--- src/rtl/reservation_station_multi_if.sv ---
// Bus bundle for reservation_station_multi: allocation, CDB snoop, FU issue and status.
// master drives allocation/CDB/flush/alu_free; slave is the reservation station.
interface reservation_station_multi_if #(
  parameter int DEPTH   = 4,
  parameter int TAG_W   = 3,
  parameter int DATA_W  = 32,
  parameter int OP_W    = 8,
  parameter int NUM_CDB = 1
);
  localparam int CNT_W = $clog2(DEPTH) + 1;

  logic                      flush;
  logic                      load_word;
  logic [OP_W-1:0]           control_word;
  logic [TAG_W-1:0]          dest_tag;
  logic [DATA_W-1:0]         src1;
  logic                      rob_v1;
  logic [TAG_W-1:0]          rob_tag1;
  logic [DATA_W-1:0]         src2;
  logic                      rob_v2;
  logic [TAG_W-1:0]          rob_tag2;
  logic [NUM_CDB-1:0]        cdb_valid;
  logic [NUM_CDB*TAG_W-1:0]  cdb_tag;
  logic [NUM_CDB*DATA_W-1:0] cdb_data;
  logic                      alu_free;
  logic                      start_exe;
  logic [OP_W-1:0]           alu_op;
  logic [TAG_W-1:0]          alu_tag;
  logic [DATA_W-1:0]         alu_a;
  logic [DATA_W-1:0]         alu_b;
  logic                      res_full;
  logic                      res_empty;
  logic [CNT_W-1:0]          occupancy;

  modport master (
    output flush, load_word, control_word, dest_tag,
           src1, rob_v1, rob_tag1, src2, rob_v2, rob_tag2,
           cdb_valid, cdb_tag, cdb_data, alu_free,
    input  start_exe, alu_op, alu_tag, alu_a, alu_b,
           res_full, res_empty, occupancy
  );

  modport slave (
    input  flush, load_word, control_word, dest_tag,
           src1, rob_v1, rob_tag1, src2, rob_v2, rob_tag2,
           cdb_valid, cdb_tag, cdb_data, alu_free,
    output start_exe, alu_op, alu_tag, alu_a, alu_b,
           res_full, res_empty, occupancy
  );
endinterface

--- src/rtl/reservation_station_multi.sv ---
// Multi-entry Tomasulo reservation station: CDB operand snoop, oldest-ready issue
// selected by an age matrix, and flush for mispredict recovery.
module reservation_station_multi #(
  parameter int DEPTH   = 4,
  parameter int TAG_W   = 3,
  parameter int DATA_W  = 32,
  parameter int OP_W    = 8,
  parameter int NUM_CDB = 1
) (
  input  logic                        clk,
  input  logic                        reset,
  reservation_station_multi_if.slave  bus
);
  localparam int IDX_W = (DEPTH > 1) ? $clog2(DEPTH) : 1;
  localparam int CNT_W = $clog2(DEPTH) + 1;

  logic [DEPTH-1:0]  busy, v1, v2;
  logic [OP_W-1:0]   op_q   [DEPTH];
  logic [TAG_W-1:0]  dest_q [DEPTH];
  logic [TAG_W-1:0]  q1     [DEPTH];
  logic [TAG_W-1:0]  q2     [DEPTH];
  logic [DATA_W-1:0] val1   [DEPTH];
  logic [DATA_W-1:0] val2   [DEPTH];
  // older[j][i] = 1 when entry j was allocated before entry i
  logic [DEPTH-1:0]  older  [DEPTH];

  logic              start_q;
  logic [OP_W-1:0]   alu_op_q;
  logic [TAG_W-1:0]  alu_tag_q;
  logic [DATA_W-1:0] alu_a_q, alu_b_q;

  logic [CNT_W-1:0]  count;
  logic              full, empty;
  logic [DEPTH-1:0]  ready, sel_oh;
  logic [IDX_W-1:0]  sel_idx, free_idx;
  logic              alloc_ok, issue;
  logic [DATA_W:0]   fwd1, fwd2;
  logic [DATA_W:0]   snoop1 [DEPTH];
  logic [DATA_W:0]   snoop2 [DEPTH];

  // Returns {hit, data}; scanned high to low so the lowest matching port wins.
  function automatic logic [DATA_W:0] cdb_lookup(
    input logic [TAG_W-1:0]          tag,
    input logic [NUM_CDB-1:0]        vld,
    input logic [NUM_CDB*TAG_W-1:0]  tags,
    input logic [NUM_CDB*DATA_W-1:0] data
  );
    logic [DATA_W:0] res;
    res = '0;
    for (int k = NUM_CDB - 1; k >= 0; k--) begin
      if (vld[k] && tags[k*TAG_W +: TAG_W] == tag)
        res = {1'b1, data[k*DATA_W +: DATA_W]};
    end
    return res;
  endfunction

  always_comb begin
    count = '0;
    for (int i = 0; i < DEPTH; i++)
      count = count + CNT_W'(busy[i]);
  end

  assign full  = (count == CNT_W'(DEPTH));
  assign empty = (count == '0);
  assign ready = busy & v1 & v2;

  always_comb begin
    free_idx = '0;
    for (int i = DEPTH - 1; i >= 0; i--)
      if (!busy[i]) free_idx = IDX_W'(i);
  end

  // An entry is selected when no other ready entry is older than it.
  always_comb begin
    sel_oh = '0;
    for (int i = 0; i < DEPTH; i++) begin
      sel_oh[i] = ready[i];
      for (int j = 0; j < DEPTH; j++)
        if (j != i && ready[j] && older[j][i]) sel_oh[i] = 1'b0;
    end
  end

  always_comb begin
    sel_idx = '0;
    for (int i = 0; i < DEPTH; i++)
      if (sel_oh[i]) sel_idx = IDX_W'(i);
  end

  assign alloc_ok = bus.load_word & ~full & ~bus.flush;
  assign issue    = bus.alu_free & (|ready) & ~bus.flush;

  assign fwd1 = cdb_lookup(bus.rob_tag1, bus.cdb_valid, bus.cdb_tag, bus.cdb_data);
  assign fwd2 = cdb_lookup(bus.rob_tag2, bus.cdb_valid, bus.cdb_tag, bus.cdb_data);

  always_comb begin
    for (int i = 0; i < DEPTH; i++) begin
      snoop1[i] = cdb_lookup(q1[i], bus.cdb_valid, bus.cdb_tag, bus.cdb_data);
      snoop2[i] = cdb_lookup(q2[i], bus.cdb_valid, bus.cdb_tag, bus.cdb_data);
    end
  end

  always_ff @(posedge clk) begin
    if (reset) begin
      busy      <= '0;
      v1        <= '0;
      v2        <= '0;
      start_q   <= 1'b0;
      alu_op_q  <= '0;
      alu_tag_q <= '0;
      alu_a_q   <= '0;
      alu_b_q   <= '0;
      for (int i = 0; i < DEPTH; i++) begin
        op_q[i]   <= '0;
        dest_q[i] <= '0;
        q1[i]     <= '0;
        q2[i]     <= '0;
        val1[i]   <= '0;
        val2[i]   <= '0;
        older[i]  <= '0;
      end
    end else begin
      start_q <= issue;
      if (issue) begin
        alu_op_q  <= op_q[sel_idx];
        alu_tag_q <= dest_q[sel_idx];
        alu_a_q   <= val1[sel_idx];
        alu_b_q   <= val2[sel_idx];
        busy[sel_idx] <= 1'b0;
      end

      for (int i = 0; i < DEPTH; i++) begin
        if (busy[i] && !v1[i] && snoop1[i][DATA_W]) begin
          v1[i]   <= 1'b1;
          val1[i] <= snoop1[i][DATA_W-1:0];
        end
        if (busy[i] && !v2[i] && snoop2[i][DATA_W]) begin
          v2[i]   <= 1'b1;
          val2[i] <= snoop2[i][DATA_W-1:0];
        end
      end

      if (alloc_ok) begin
        busy[free_idx]   <= 1'b1;
        op_q[free_idx]   <= bus.control_word;
        dest_q[free_idx] <= bus.dest_tag;
        q1[free_idx]     <= bus.rob_tag1;
        q2[free_idx]     <= bus.rob_tag2;
        v1[free_idx]     <= bus.rob_v1 | fwd1[DATA_W];
        v2[free_idx]     <= bus.rob_v2 | fwd2[DATA_W];
        val1[free_idx]   <= bus.rob_v1 ? bus.src1 : fwd1[DATA_W-1:0];
        val2[free_idx]   <= bus.rob_v2 ? bus.src2 : fwd2[DATA_W-1:0];
        // Every entry already resident is older than the newcomer.
        older[free_idx]  <= '0;
        for (int j = 0; j < DEPTH; j++)
          older[j][free_idx] <= busy[j];
      end

      if (bus.flush) begin
        busy    <= '0;
        start_q <= 1'b0;
      end
    end
  end

  assign bus.start_exe = start_q;
  assign bus.alu_op    = alu_op_q;
  assign bus.alu_tag   = alu_tag_q;
  assign bus.alu_a     = alu_a_q;
  assign bus.alu_b     = alu_b_q;
  assign bus.res_full  = full;
  assign bus.res_empty = empty;
  assign bus.occupancy = count;
endmodule

--- src/flat_wrapper.sv ---
// flat-port wrapper written by rule: the top's interface ports become plain ports
module reservation_station_multi_flat 
#(
  parameter int DEPTH   = 4,
  parameter int TAG_W   = 3,
  parameter int DATA_W  = 32,
  parameter int OP_W    = 8,
  parameter int NUM_CDB = 1
)
  (clk, reset, bus_flush, bus_load_word, bus_control_word, bus_dest_tag, bus_src1, bus_rob_v1, bus_rob_tag1, bus_src2, bus_rob_v2, bus_rob_tag2, bus_cdb_valid, bus_cdb_tag, bus_cdb_data, bus_alu_free, bus_start_exe, bus_alu_op, bus_alu_tag, bus_alu_a, bus_alu_b, bus_res_full, bus_res_empty, bus_occupancy);
  reservation_station_multi_if #(.DEPTH(DEPTH), .TAG_W(TAG_W), .DATA_W(DATA_W), .OP_W(OP_W), .NUM_CDB(NUM_CDB)) bus_i ();
  input  logic clk;
  input  logic reset;
  input wire logic [$bits(bus_i.flush)-1:0] bus_flush;
  input wire logic [$bits(bus_i.load_word)-1:0] bus_load_word;
  input wire logic [$bits(bus_i.control_word)-1:0] bus_control_word;
  input wire logic [$bits(bus_i.dest_tag)-1:0] bus_dest_tag;
  input wire logic [$bits(bus_i.src1)-1:0] bus_src1;
  input wire logic [$bits(bus_i.rob_v1)-1:0] bus_rob_v1;
  input wire logic [$bits(bus_i.rob_tag1)-1:0] bus_rob_tag1;
  input wire logic [$bits(bus_i.src2)-1:0] bus_src2;
  input wire logic [$bits(bus_i.rob_v2)-1:0] bus_rob_v2;
  input wire logic [$bits(bus_i.rob_tag2)-1:0] bus_rob_tag2;
  input wire logic [$bits(bus_i.cdb_valid)-1:0] bus_cdb_valid;
  input wire logic [$bits(bus_i.cdb_tag)-1:0] bus_cdb_tag;
  input wire logic [$bits(bus_i.cdb_data)-1:0] bus_cdb_data;
  input wire logic [$bits(bus_i.alu_free)-1:0] bus_alu_free;
  output wire logic [$bits(bus_i.start_exe)-1:0] bus_start_exe;
  output wire logic [$bits(bus_i.alu_op)-1:0] bus_alu_op;
  output wire logic [$bits(bus_i.alu_tag)-1:0] bus_alu_tag;
  output wire logic [$bits(bus_i.alu_a)-1:0] bus_alu_a;
  output wire logic [$bits(bus_i.alu_b)-1:0] bus_alu_b;
  output wire logic [$bits(bus_i.res_full)-1:0] bus_res_full;
  output wire logic [$bits(bus_i.res_empty)-1:0] bus_res_empty;
  output wire logic [$bits(bus_i.occupancy)-1:0] bus_occupancy;
  assign bus_i.flush = bus_flush;
  assign bus_i.load_word = bus_load_word;
  assign bus_i.control_word = bus_control_word;
  assign bus_i.dest_tag = bus_dest_tag;
  assign bus_i.src1 = bus_src1;
  assign bus_i.rob_v1 = bus_rob_v1;
  assign bus_i.rob_tag1 = bus_rob_tag1;
  assign bus_i.src2 = bus_src2;
  assign bus_i.rob_v2 = bus_rob_v2;
  assign bus_i.rob_tag2 = bus_rob_tag2;
  assign bus_i.cdb_valid = bus_cdb_valid;
  assign bus_i.cdb_tag = bus_cdb_tag;
  assign bus_i.cdb_data = bus_cdb_data;
  assign bus_i.alu_free = bus_alu_free;
  assign bus_start_exe = bus_i.start_exe;
  assign bus_alu_op = bus_i.alu_op;
  assign bus_alu_tag = bus_i.alu_tag;
  assign bus_alu_a = bus_i.alu_a;
  assign bus_alu_b = bus_i.alu_b;
  assign bus_res_full = bus_i.res_full;
  assign bus_res_empty = bus_i.res_empty;
  assign bus_occupancy = bus_i.occupancy;
  reservation_station_multi #(.DEPTH(DEPTH), .TAG_W(TAG_W), .DATA_W(DATA_W), .OP_W(OP_W), .NUM_CDB(NUM_CDB)) u_core (.clk(clk), .reset(reset), .bus(bus_i));
endmodule
--- config.mk ---
export PLATFORM = sky130hd
export DESIGN_NAME = reservation_station_multi_flat
export DESIGN_NICKNAME = d
export VERILOG_FILES = /design/src/rtl/reservation_station_multi_if.sv /design/src/rtl/reservation_station_multi.sv /design/src/flat_wrapper.sv
export SDC_FILE = /design/constraint.sdc
export NUM_CORES = 1
export LEC_CHECK = 0
export CORE_ASPECT_RATIO = 0.6
export CORE_MARGIN = 2
export CORE_UTILIZATION = 45
export CTS_CLUSTER_SIZE = 40
export DETAILED_ROUTE_END_ITERATION = 6
export HOLD_SLACK_MARGIN = 0.1
export MAX_ROUTING_LAYER = met4
export PLACE_DENSITY_LB_ADDON = 0.08
export SETUP_SLACK_MARGIN = 0.2
export SLEW_MARGIN = 20
export SYNTH_ARGS = -nofsm -noshare
export SYNTH_HDL_FRONTEND = slang
export SYNTH_SLANG_ARGS = --single-unit
export TNS_END_PERCENT = 10
--- constraint.sdc ---
create_clock -name clk -period 5.86 [get_ports clk]
set_input_delay 1.465 -clock clk [delete_from_list [all_inputs] [get_ports clk]]
set_output_delay 1.465 -clock clk [all_outputs]
set_load 0.01 [all_outputs]
# Yosys cells after proc, flatten, opt, wreduce, memory -nomap -nowiden
# Memories as Yosys holds them, arrays and structs flattened. A register that Yosys moved wholly into a read port is not among the register bits.
# Index checks and enable logic that the tools add are counted.
[classes]
add_sub_neg = 3
n_lt_le_gt_ge = 4
n_eq_ne = 15
n_mux = 121
bitwise_logic = 85
n_reduce_logical = 52
[ops]
columns = ["operator", "count"]
rows = [
  ["$mux W33", 10],
  ["$mux W32", 10],
  ["$mux W1", 77],
  ["$logic_and A1 B1 Y1", 37],
  ["$and A1 B1 Y1", 36],
  ["$eq A3 B3 Y1", 10],
  ["$or A1 B1 Y1", 26],
  ["$mux W4", 6],
  ["$mux W2", 10],
  ["$not A1 Y1", 18],
  ["$and A4 B4 Y4", 3],
  ["$mux W3", 3],
  ["$reduce_or A3 Y1", 3],
  ["$bwmux W4", 2],
  ["$eq A2 B2 Y1 const B", 4],
  ["$logic_not A1 Y1", 8],
  ["$mux W8", 1],
  ["$reduce_or A8 Y1", 1],
  ["$add A3 B1 Y3", 2],
  ["$lt A2 B3 Y1 const B", 2],
  ["$demux W1 S2", 2],
  ["$ge A2 B1 Y1 const B", 2],
  ["$not A4 Y4", 1],
  ["$or A4 B4 Y4", 1],
  ["other kinds (5)", 5],
]
[word_totals]
register_bits = 13
mem_bits_rw = 340
input_bits = 124
word_cells = 291
mem_count = 7
[mem_list]
columns = ["memory", "depth", "word_bits", "rd", "rd_ports_with_merged_regs", "wr", "line_no", "text"]
rows = [
  ["u_core.val1", 4, 32, 1, 1, 5, "reservation_station_multi.sv:22", "logic [DATA_W-1:0] val1 [DEPTH];"],
  ["u_core.val2", 4, 32, 1, 1, 5, "reservation_station_multi.sv:23", "logic [DATA_W-1:0] val2 [DEPTH];"],
  ["u_core.op_q", 4, 8, 1, 1, 4, "reservation_station_multi.sv:18", "logic [OP_W-1:0] op_q [DEPTH];"],
  ["u_core.older", 4, 4, 4, 0, 5, "reservation_station_multi.sv:25", "logic [DEPTH-1:0] older [DEPTH];"],
  ["u_core.dest_q", 4, 3, 1, 1, 4, "reservation_station_multi.sv:19", "logic [TAG_W-1:0] dest_q [DEPTH];"],
  ["u_core.q1", 4, 3, 4, 0, 4, "reservation_station_multi.sv:20", "logic [TAG_W-1:0] q1 [DEPTH];"],
  ["+1 memories", "n/a", "n/a", "n/a", "n/a", "n/a", "n/a", ""],
]

# Longest topological paths before layout
[depth]
ltp_word = 19
ltp_mapped = 13
ltp_nobuf = 10

# Least setup slack after synthesis
# No wires, ideal clock.
[synth_timing]
kind = "input-to-reg"
startpoint = "in bus_cdb_tag[1]"
endpoint = "mem u_core.val2[2][0] (enable)"
setup_ns = 0.394
t_arrival_ns = 3.314
required_time_ns = 5.466
path_slack_ns = 2.152
path_stages = 5
path_buffers = 1
cell_sequence = "buf_2 > xnor2_1 > nand2_1 > nor4_1 > nand2b_1"
[synth_lines]
columns = ["element", "line_no", "text"]
rows = [
  ["start: declaration", "flat_wrapper.sv:25", "input wire logic [$bits(bus_i.cdb_tag)-1:0] bus_cdb_tag;"],
  ["end: declaration", "reservation_station_multi.sv:23", ""],
]

# Worst setup path after layout
[layout_timing]
startpoint = "reg u_core.busy[0]"
endpoint = "out bus_res_full"
[layout_between]
elab_chain_len = 4
[layout_lines]
columns = ["element", "line_no", "text"]
rows = [
  ["start: declaration", "reservation_station_multi.sv:17", "logic [DEPTH-1:0] busy, v1, v2;"],
  ["start signal: assignment", "reservation_station_multi.sv:104", "busy <= '0;"],
  ["start signal: indexed assignment", "reservation_station_multi.sv:128", "busy[sel_idx] <= 1'b0;"],
  ["start signal: indexed assignment", "reservation_station_multi.sv:143", "busy[free_idx] <= 1'b1;"],
  ["$add A1 B1 Y2", "reservation_station_multi.sv:60", "count = count + CNT_W'(busy[i]);"],
  ["$add A3 B1 Y3 (2 in series)", "reservation_station_multi.sv:60", ""],
  ["$eq A3 B3 Y1", "reservation_station_multi.sv:63", "assign full = (count == CNT_W'(DEPTH));"],
  ["end: declaration", "flat_wrapper.sv:33", "output wire logic [$bits(bus_i.res_full)-1:0] bus_res_full;"],
]
# No other way between the ends.

==> results.py <==
metrics = {
    "cts": {
        "postCtsSetupBuffers": 0,
        "clock_sinks": 421,
        "cts-htree-levels": 2,
        "insertion_delay_ns": 0.56,
        "ctsResizeCount": 0,
        "cts_tree": "done",
        "cts.clk_slew.worst_paths_ns": 0.06,
        "cts_buffers": 42,
        "hold_buffers": 0,
        "cts_root_buffer": "clkbuf_16",
        "clock_path_buffers": 3,
    },
    "routing": {
        "dr.pass1.iters": 5,
        "drt_iter0_drc": 1482,
        "wl_per_cell_um": 27.7,
        "drc": 0,
        "via_per_inst": 6.27,
        "drtAntennaViolNets": 0,
        "routed_wl_mm": 61.6,
        "routed-via-count": 13972,
    },
    "floorplan": {
        "start_util": 0.456,
        "core_area_mm2": 0.0419,
        "core.rowCount": 58,
        "die_h_um": 164,
        "design.die.area_mm2": 0.0442,
        "boundaryPins": 205,
        "fp.dieW_um": 270,
    },
    "worst_setup_path": {
        "required_ns": 4.39,
        "r2r_slack_ns": 2.13,
        "rr_worst_depth": 11,
        "crit_type": "register to output pin",
        "crit_arrival_ns": 3.19,
        "path_max_fanout": 13,
        "cp-start-kind": "register",
        "end_kind": "output pin",
    },
    "pwr": {
        "comb_power_share": 0.062,
        "p_int_mw": 4.95,
        "switching_share": 0.224,
        "p_clk_frac": 0.415,
        "p_seq_frac": 0.523,
        "powerDensity_mw_per_mm2": 280,
        "cellLeakagePower_nw": 8.53,
        "ir_drop_v": 0.000186,
        "p_switching_mw": 1.43,
    },
    "synthesis": {
        "ys_warn_count": 0,
        "synthFlopType": "edfxtp_1",
        "synth.area.top_cells": "edfxtp_1 51%, a22o_1 11%, dfxtp_1 10%",
        "ys_ff_latch": 421,
        "postSynthAreaPerCell_um2": 12.7,
        "yosys.area.top_type_share": 0.509,
        "synthCells": 1507,
        "seq_area_frac_synth": 0.610,
        "yosysTopAreaCell": "edfxtp_1",
        "synth_edf_count": 324,
        "async_flop_share": 0,
        "ys_types": 57,
        "syn_area_mm2": 0.0191,
        "syn_nets": 1634,
    },
    "timing": {
        "finalMaxSlewViolations": 0,
        "clock-skew-final_ns": 0.0138,
        "rsz0062_at_grt": "false",
        "fin_tns_setup_ns": 0,
        "finalCriticalPeriod_ns": 4.66,
        "fmax_mhz": 215,
        "fin_crit_sh": 0.795,
        "relSlewSlack": 0.344,
        "setup_viol": 0,
        "hold_violations": 0,
        "worstMarginPinSlew_ns": 0.982,
    },
    "final_layout": {
        "layoutNonFillerInstCount": 2227,
        "seqCellArea_mm2": 0.0117,
        "layout_commonest_cell": "edfxtp_1",
        "multi_input_area_mm2": 0.00662,
        "area_growth_pct": 19.2,
        "layout_common_cells": "324 x edfxtp_1, 230 x a22o_1, 204 x clkdlybuf4s50_1",
        "drive_gt1_frac": 0.134,
        "layout.nets": 1748,
        "fill_cells": 3618,
    },
    "global_routing": {
        "grt_max_degree": 80,
        "gr-total-overflow": 0,
        "grt_pass1_wl_mm": 90.6,
        "antenna_found_initial": 4,
        "grt_use_total": 0.283,
        "grt_pass1_vias": 13473,
    },
    "placed_design": {
        "dp_hpwl_mm": 36.4,
        "numPortBuffers": 204,
        "place.gp.congestion": 0.956,
        "placed_cells": 2146,
    },
    "min_path": {
        "timing.hold.worst.class": "register to register",
        "whs_path_depth": 2,
    },
    "flow_run": {
        "max-cap-violations": 0,
    },
    "outcome": {
        "status": "complete, no violations",
    },
}
==> synth_stat cells (14+ instances only) <==
cell type	n
a22o_1	230
buf_1	33
o21ai_0	76
edfxtp_1	324
xnor2_1	24
and2_1	17
nand2_1	46
dfxtp_1	97
buf_2	44
mux2_2	75
clkbuf_1	81
a22o_2	26
nor2_1	59
a21oi_1	82
inv_1	27
and3_1	80
nand4_1	14
a221oi_1	75
==> sequential cells by signal (all words and copies together), names as in the netlist <==
| name | cells |
|---|---|
| u_core.val2 | 128 |
| u_core.bus.alu_b | 32 |
| u_core.q2 | 12 |
| u_core.older | 9 |
| u_core.bus.start_exe | 1 |
| u_core.v1 | 4 |
| u_core.v2 | 4 |
| u_core.val1 | 128 |
| u_core.bus.alu_a | 32 |
| u_core.bus.alu_op | 8 |
| u_core.busy | 4 |
| u_core.op_q | 32 |
| u_core.q1 | 12 |
| u_core.bus.alu_tag | 3 |
| u_core.dest_q | 12 |
==> final timing paths <==
check / to / startpoint
worst max register to register: u_core.val1[2][4] / u_core.busy[0]
worst min register to register: u_core.older[2][3] / u_core.older[2][3]
worst min-delay path: u_core.older[2][3] / u_core.older[2][3]
worst max-delay path: bus_res_full / u_core.busy[0]
==> final cells by class <==
| type | instances | share of cell area |
|---|---|---|
| tap | 570 | 0.0313 |
| timing repair buffer | 244 | 0.104 |
| antenna | 4 | 0.000439 |
| multi-input combinational | 884 | 0.290 |
| sequential | 421 | 0.512 |
| inverter | 28 | 0.00461 |
| clock buffer | 68 | 0.0544 |
| clock inverter | 8 | 0.00313 |
==> kinds of logic (layout without fill, tap and decap cells) <==
family / after synthesis / in the layout / synth area share
AND/OR/NAND/NOR: 260 / 260 / 0.0749
AO/OA/AOI/OAI: 516 / 516 / 0.208
flip-flops: 421 / 421 / 0.610
multiplexers: 75 / 75 / 0.0441
other: 0 / 4 / 0
buffers and inverters: 202 / 348 / 0.0470
XOR/XNOR: 30 / 30 / 0.0137
adder cells (fa/ha/maj): 3 / 3 / 0.00235
==> critical path, cell delays in order, from the launching register on <==
cell,delay [ns]
dfxtp_1,0.61
ha_1,0.22
inv_1,0.05
fa_1,0.34
inv_1,0.06
ha_1,0.24
and3b_1,0.48
clkdlybuf4s50_1,0.63
==> through the flow <==
stage               setup slack [ns]  utilization  power (mW)  hold WS (ns)  cell area [um2]
finish                          1.20        0.544        6.38         0.486            22800
global route                    1.02        0.544        6.56         0.517            22800
CTS                             1.18        0.543        6.40         0.478            22800
detailed placement              1.55        0.512        3.79         0.465            21500
global placement                1.59        0.512        3.79         0.454            21500
floorplan                       2.15            -        3.57         0.440            19100
==> layer usage <==
layer	vias up	wire length, um	track usage
met5	-	0	-
met4	0	828	0.0590
met3	59	4920	0.0475
met2	638	26700	0.403
met1	7149	29100	0.423
li1	6126	-	-
==> power groups by stage <==
| stage | Sequential (mW) | Combinational (mW) | Clock (mW) |
|---|---|---|---|
| floorplan | 3.39 | 0.178 | 0 |
| global placement | 3.40 | 0.388 | 0 |
| detailed placement | 3.40 | 0.389 | 0 |
| CTS | 3.34 | 0.391 | 2.67 |
| global route | 3.35 | 0.418 | 2.79 |
| finish | 3.34 | 0.394 | 2.65 |
(Power assumes the default switching activity.)
